## config.mk

```make
export PLATFORM = sky130hd
export DESIGN_NAME = mem_port_arbiter
export DESIGN_NICKNAME = d
export VERILOG_FILES = /design/src/rtl/mem_port_arbiter.sv
export SDC_FILE = /design/constraint.sdc
export NUM_CORES = 1
export LEC_CHECK = 0
export CORE_AREA = 4 4 96 98
export CTS_CLUSTER_SIZE = 10
export DETAILED_ROUTE_END_ITERATION = 7
export DIE_AREA = 0 0 100 102
export PLACE_DENSITY = 0.67
export SKIP_LAST_GASP = 1
export SYNTH_ARGS = -nofsm -noshare
export SYNTH_HDL_FRONTEND = slang
export SYNTH_SLANG_ARGS = --single-unit
```

## constraint.sdc

```tcl
create_clock -name clk -period 2.96 [get_ports clk]
set_input_delay 0.74 -clock clk [delete_from_list [all_inputs] [get_ports clk]]
set_output_delay 0.74 -clock clk [all_outputs]
set_load 0.005 [all_outputs]
```

## src/rtl/mem_port_arbiter.sv

```systemverilog
// mem_port_arbiter: shares the single SRAM read/write port between
// instruction fetch and the data-memory stage. Data wins by default.
// A saturating starvation counter guarantees fetch a grant after
// STARVE_LIMIT consecutive denied cycles.
//
// resp state | meaning
// -----------+--------------------------------------------------
// NONE       | no access last cycle, nothing to acknowledge
// IF         | fetch read issued last cycle, data on sram_dout
// DM_RD      | load issued last cycle, data on sram_dout
// DM_WR      | store committed last cycle, acknowledge only
module mem_port_arbiter #(
  parameter int SRAM_AW      = 9,
  parameter int STARVE_LIMIT = 4
) (
  input  logic               clk,
  input  logic               rst,
  input  logic               if_req,
  input  logic [31:0]        if_addr,
  input  logic               if_flush,
  output logic               if_stall,
  output logic               if_valid,
  output logic [31:0]        if_rdata,
  input  logic               dm_req,
  input  logic               dm_we,
  input  logic [3:0]         dm_wmask,
  input  logic [31:0]        dm_addr,
  input  logic [31:0]        dm_wdata,
  output logic               dm_stall,
  output logic               dm_valid,
  output logic [31:0]        dm_rdata,
  output logic               sram_csb,
  output logic               sram_web,
  output logic [3:0]         sram_wmask,
  output logic [SRAM_AW-1:0] sram_addr,
  output logic [31:0]        sram_din,
  input  logic [31:0]        sram_dout
);

  localparam logic [1:0] RESP_NONE  = 2'd0;
  localparam logic [1:0] RESP_IF    = 2'd1;
  localparam logic [1:0] RESP_DM_RD = 2'd2;
  localparam logic [1:0] RESP_DM_WR = 2'd3;

  localparam logic [3:0] LIMIT = 4'(STARVE_LIMIT);

  logic [1:0] resp;
  logic       kill;
  logic [3:0] starve_cnt;
  logic       grant_if;
  logic       grant_dm;
  logic       if_priority;

  // Address bits outside the word index are intentionally dropped (aliasing).
  logic unused_addr_bits;
  assign unused_addr_bits = ^{if_addr[1:0], if_addr[31:SRAM_AW+2],
                              dm_addr[1:0], dm_addr[31:SRAM_AW+2]};

  // Grant selection: data first, fetch only when alone or starved.
  always_comb begin
    if_priority = (starve_cnt == LIMIT);
    grant_if    = !rst && if_req && (!dm_req || if_priority);
    grant_dm    = !rst && dm_req && !(if_req && if_priority);
  end

  // Drive the SRAM port from whichever requester holds the grant.
  always_comb begin
    sram_csb   = !(grant_if || grant_dm);
    sram_web   = !(grant_dm && dm_we);
    sram_addr  = grant_dm ? dm_addr[SRAM_AW+1:2] : if_addr[SRAM_AW+1:2];
    sram_wmask = (grant_dm && dm_we) ? dm_wmask : 4'hF;
    sram_din   = dm_wdata;
  end

  // Stalls and response-cycle outputs.
  always_comb begin
    if_stall = if_req && !grant_if;
    dm_stall = dm_req && !grant_dm;
    if_valid = (resp == RESP_IF) && !kill && !if_flush;
    dm_valid = (resp == RESP_DM_RD) || (resp == RESP_DM_WR);
    if_rdata = sram_dout;
    dm_rdata = sram_dout;
  end

  // Record who owns next cycle's read data; a fetch issued under flush is
  // marked dead so its data is never presented.
  always_ff @(posedge clk) begin
    if (rst) begin
      resp <= RESP_NONE;
      kill <= 1'b0;
    end else begin
      if (grant_if)
        resp <= RESP_IF;
      else if (grant_dm)
        resp <= dm_we ? RESP_DM_WR : RESP_DM_RD;
      else
        resp <= RESP_NONE;
      kill <= grant_if && if_flush;
    end
  end

  // Count consecutive cycles fetch waits behind data; saturate at the limit.
  always_ff @(posedge clk) begin
    if (rst) begin
      starve_cnt <= 4'd0;
    end else if (!if_req || grant_if) begin
      starve_cnt <= 4'd0;
    end else if (grant_dm && (starve_cnt != LIMIT)) begin
      starve_cnt <= starve_cnt + 4'd1;
    end
  end

endmodule

```

# Word level (Yosys, flattened, before mapping)
# Cells that the tools add are included.
# word_totals
register_bits	7
in_bits	138
output_inout_bits	115
elab_cells	44
# classes
add_sub_neg	1
n_eq_ne	5
n_mux	5
n_bitwise	1
reduce_logical	28
# ops
op	n
$logic_and A1 B1 Y1	12
$logic_not A1 Y1	10
$mux W9	1
$add A4 B1 Y4 const B	1
$eq A2 B2 Y1 const B	2
$eq A4 B3 Y1 const B	1
$logic_or A1 B1 Y1	4
$mux W4	1
$ne A4 B3 Y1 const B	1
$mux W1	3
$reduce_or A3 Y1	1
$eq A2 B1 Y1 const B	1
$reduce_or A2 Y1	1
$not A1 Y1	1

# Depth between registers and ports, before layout
# depth
ltp_word	6
mapped_depth	6

# Worst setup path after synthesis
# OpenSTA, ideal clock, no wires.
# synth_path
path_kind	input -> output
start	input if_req
end	output sram_addr[0]
arrival_ps	1409
required_time_ps	2220
setup_slack_ps	811
path_stages	4
n_path_buf	1
cell_sequence	nand4b_1 -> nand3b_2 -> buf_6 -> mux2_4
# synth_between
elab_chain_cells	4
# synth_rtl
item	line_no	text
start: declaration	18	input logic if_req,
$logic_and A1 B1 Y1	63	grant_dm = !rst && dm_req && !(if_req && if_priority);
$logic_not A1 Y1	63	
$logic_and A1 B1 Y1	63	
$mux W9	70	sram_addr = grant_dm ? dm_addr[SRAM_AW+1:2] : if_addr[SRAM_AW+1:2];
end: declaration	35	output logic [SRAM_AW-1:0] sram_addr,
# No other way between the ends.

# Worst setup path in the final report
# layout_path
start	input if_req
end	output sram_addr[1]
# The elaborated chain is that of the path after synthesis.

==> flow_metrics.env <==
export IMPL_drt_iter0_drc=3
export IMPL_final_common_cell="clkdlybuf4s50_1"
export IMPL_n_antenna_cell=0
export IMPL_grt_busiest_layer="met2"
export IMPL_die_area_sq_mm=0.0102
export IMPL_clock_latency_ns=0.22
export IMPL_pwr_share_clk_pct=37.9
export IMPL_finClkSkew_ns=0.00379
export IMPL_ys_types=23
export IMPL_pin_count=253
export IMPL_vias=612
export IMPL_placed_area_sq_mm=0.00112
export IMPL_finalHoldViolCount=0
export IMPL_cpMaxStageDelayCell="clkdlybuf4s50_1"
export IMPL_layout_common_cells="39 x clkdlybuf4s50_1, 9 x mux2_4, 7 x dfxtp_1"
export IMPL_syn_inst=144
export IMPL_clockBufferDepth=2
export IMPL_die_w_um=100
export IMPL_async_flop_share_pct=0
export IMPL_seq_power_share_pct=28.9
export IMPL_cts_buffers=3
export IMPL_area_growth_pct=-0.206
export IMPL_crit_family="buffers and inverters"
export IMPL_grt_setup_unrepaired="true"
export IMPL_path_clk_slew_ns=0.04
export IMPL_final_core_util_pct=14.3
export IMPL_finalSetupViolCount=0
export IMPL_pwr_share_comb_pct=33.3
export IMPL_die_h_um=102
export IMPL_power_density_mw_per_mm2=283
export IMPL_coreArea_sq_mm=0.00847
export IMPL_swShare_pct=19.8
export IMPL_max_stage_delay_ns=0.45
export IMPL_wirelength_um=2080
export IMPL_gp_congestion=0.624
export IMPL_groute_layer_met1_usage_pct=2.78
export IMPL_hold_path_class="register to register"
export IMPL_path_max_fanout=6
export IMPL_fin_nets=243
export IMPL_crit_chain="dlygate4sd2_1 -> nand4b_1 -> nand3b_4 -> buf_12 -> mux2_4 -> clkdlybuf4s50_1"
export IMPL_synth_seq_cells=7
export IMPL_grt_ovfl_total=0
export IMPL_critPathBufInv=3
export IMPL_synth_ff_type="dfxtp_1"
export IMPL_max_cap_violations=0
export IMPL_cts_root_buf="clkbuf_8"
export IMPL_antenna_found_initial=0
export IMPL_drc=0
export IMPL_vias_per_cell=2.91
export IMPL_use_met2_pct=5.95
export IMPL_grt_use_met3_pct=2.39
export IMPL_synthesis_nets=284
export IMPL_p_sw_mw=0.0679
export IMPL_syn_avg_cell_area_sq_um=8.43
export IMPL_cts_tree="built"
export IMPL_num_rows=34
export IMPL_worstPathArrival_ns=2.15
export IMPL_drive_gt1_share_pct=20.6
export IMPL_wl_per_cell_um=9.89
export IMPL_dp_hpwl_um=1650
export IMPL_slew_headroom_pct=83.8
export IMPL_outcome="finished, final reports clean"
export IMPL_setup_tns_final_ns=0
export IMPL_syn_area_sq_mm=0.00121
export IMPL_yosysWarnings=0
export IMPL_p_leak_nw=0.467
export IMPL_required_ns=2.22
export IMPL_timing_fmax_mhz=346
export IMPL_grt_max_degree=8
export IMPL_cp_start_kind="primary input"
export IMPL_grt_pass1_vias=639
export IMPL_maxSlewViolCount=0
export IMPL_cts_sinks=7
export IMPL_timing_worst_setup_path_type="primary input to output port"
export IMPL_grt_usage_pct=3.68
export IMPL_yosysSeqAreaShare_pct=11.5
export IMPL_final_antenna_net_count=0
export IMPL_period_needed_ns=2.89
export IMPL_postLayoutCellArea_sq_mm=0.00121
export IMPL_grt_pass1_wl_um=2950
export IMPL_end_kind="output port"
export IMPL_fin_crit_sh_pct=97.7
export IMPL_initial_core_util_pct=14.3
export IMPL_htree_levels=1
export IMPL_p_int_mw=0.274
export IMPL_synth_edf_count=0
export IMPL_dr_pass1_iters=4
export IMPL_worstMarginPinSlew_ns=0.240
export IMPL_peakVddDrop_v=0.000112
export IMPL_portBuffers=46
[per-layer routing]
metal | wire, um | up-vias | share of wire (%)
met3 | 428 | 20 | 21
li1 | - | 273 | -
met1 | 601 | 262 | 29
met4 | 78 | 0 | 3.8
met2 | 968 | 57 | 47
met5 | 0 | - | 0
[through the flow]
step	std cells	hold slack, ns	power (mW)	setup WS, ns
after floorplan	144	0.430	0.239	0.811
after global placement	204	0.442	0.209	-0.158
after detailed placement	204	0.458	0.210	-0.158
after CTS	209	0.467	0.349	0.0289
after global routing	210	0.495	0.363	-0.0116
final	210	0.463	0.342	0.0672
[sequential cells by signal, summed over array words and instances (netlist names)]
register / flops
starve_cnt: 4
kill: 1
resp: 2
[worst paths after layout]
path	slack [ns]	depth (start not counted)	start	endpoint
setup / recovery	0.07	6	if_req	sram_addr[1]
hold reg to reg	0.46	1	starve_cnt[0]$_SDFFE_PP0P_	starve_cnt[0]$_SDFFE_PP0P_
setup reg to reg	1.53	7	starve_cnt[0]$_SDFFE_PP0P_	resp[0]$_SDFF_PP0_
hold / removal	0.46	1	starve_cnt[0]$_SDFFE_PP0P_	starve_cnt[0]$_SDFFE_PP0P_
[logic make-up after synthesis]
kind of cell / after synthesis / share of synthesized area [%]
compound gates: 3 / 1.65
xor+xnor: 2 / 1.44
fa+ha+maj: 2 / 2.06
buf+inv: 102 / 61.9
flops: 7 / 11.5
mux: 9 / 11.1
simple gates: 19 / 10.3
[Yosys cell counts (2+ instances only)]
cell type / instances / area [sq um]
nand4b_1: 2 / 17.5
ha_1: 2 / 25.0
inv_1: 4 / 15.0
nor2_1: 4 / 15.0
dfxtp_1: 7 / 140
mux2_4: 9 / 135
nand3b_1: 5 / 37.5
buf_4: 96 / 721
[final cells by class]
type / count / area, sq um
inverter: 4 / 18.8
clock buffer: 4 / 45.0
tap: 108 / 135
multi-input combinational: 35 / 332
timing repair buffer: 52 / 541
sequential: 7 / 140
fill: 975 / 7250
[what timing repair did]
action	4_1_cts	5_1_grt
hold buffers	0	0
setup buffers	0	1
pin swaps	0	2
gates cloned	1	0
gates resized for setup	6	4
endpoints found under the setup margin	15	5
[power by group through the flow]
stage	clock network [mW]	registers, mW	logic [mW]
CTS	0.136	0.0989	0.114
finish	0.130	0.0989	0.114
floorplan	0	0.100	0.139
global placement	0	0.100	0.109
detailed placement	0	0.100	0.110
global route	0.142	0.0990	0.122
Power figures use the tool's default switching activity.
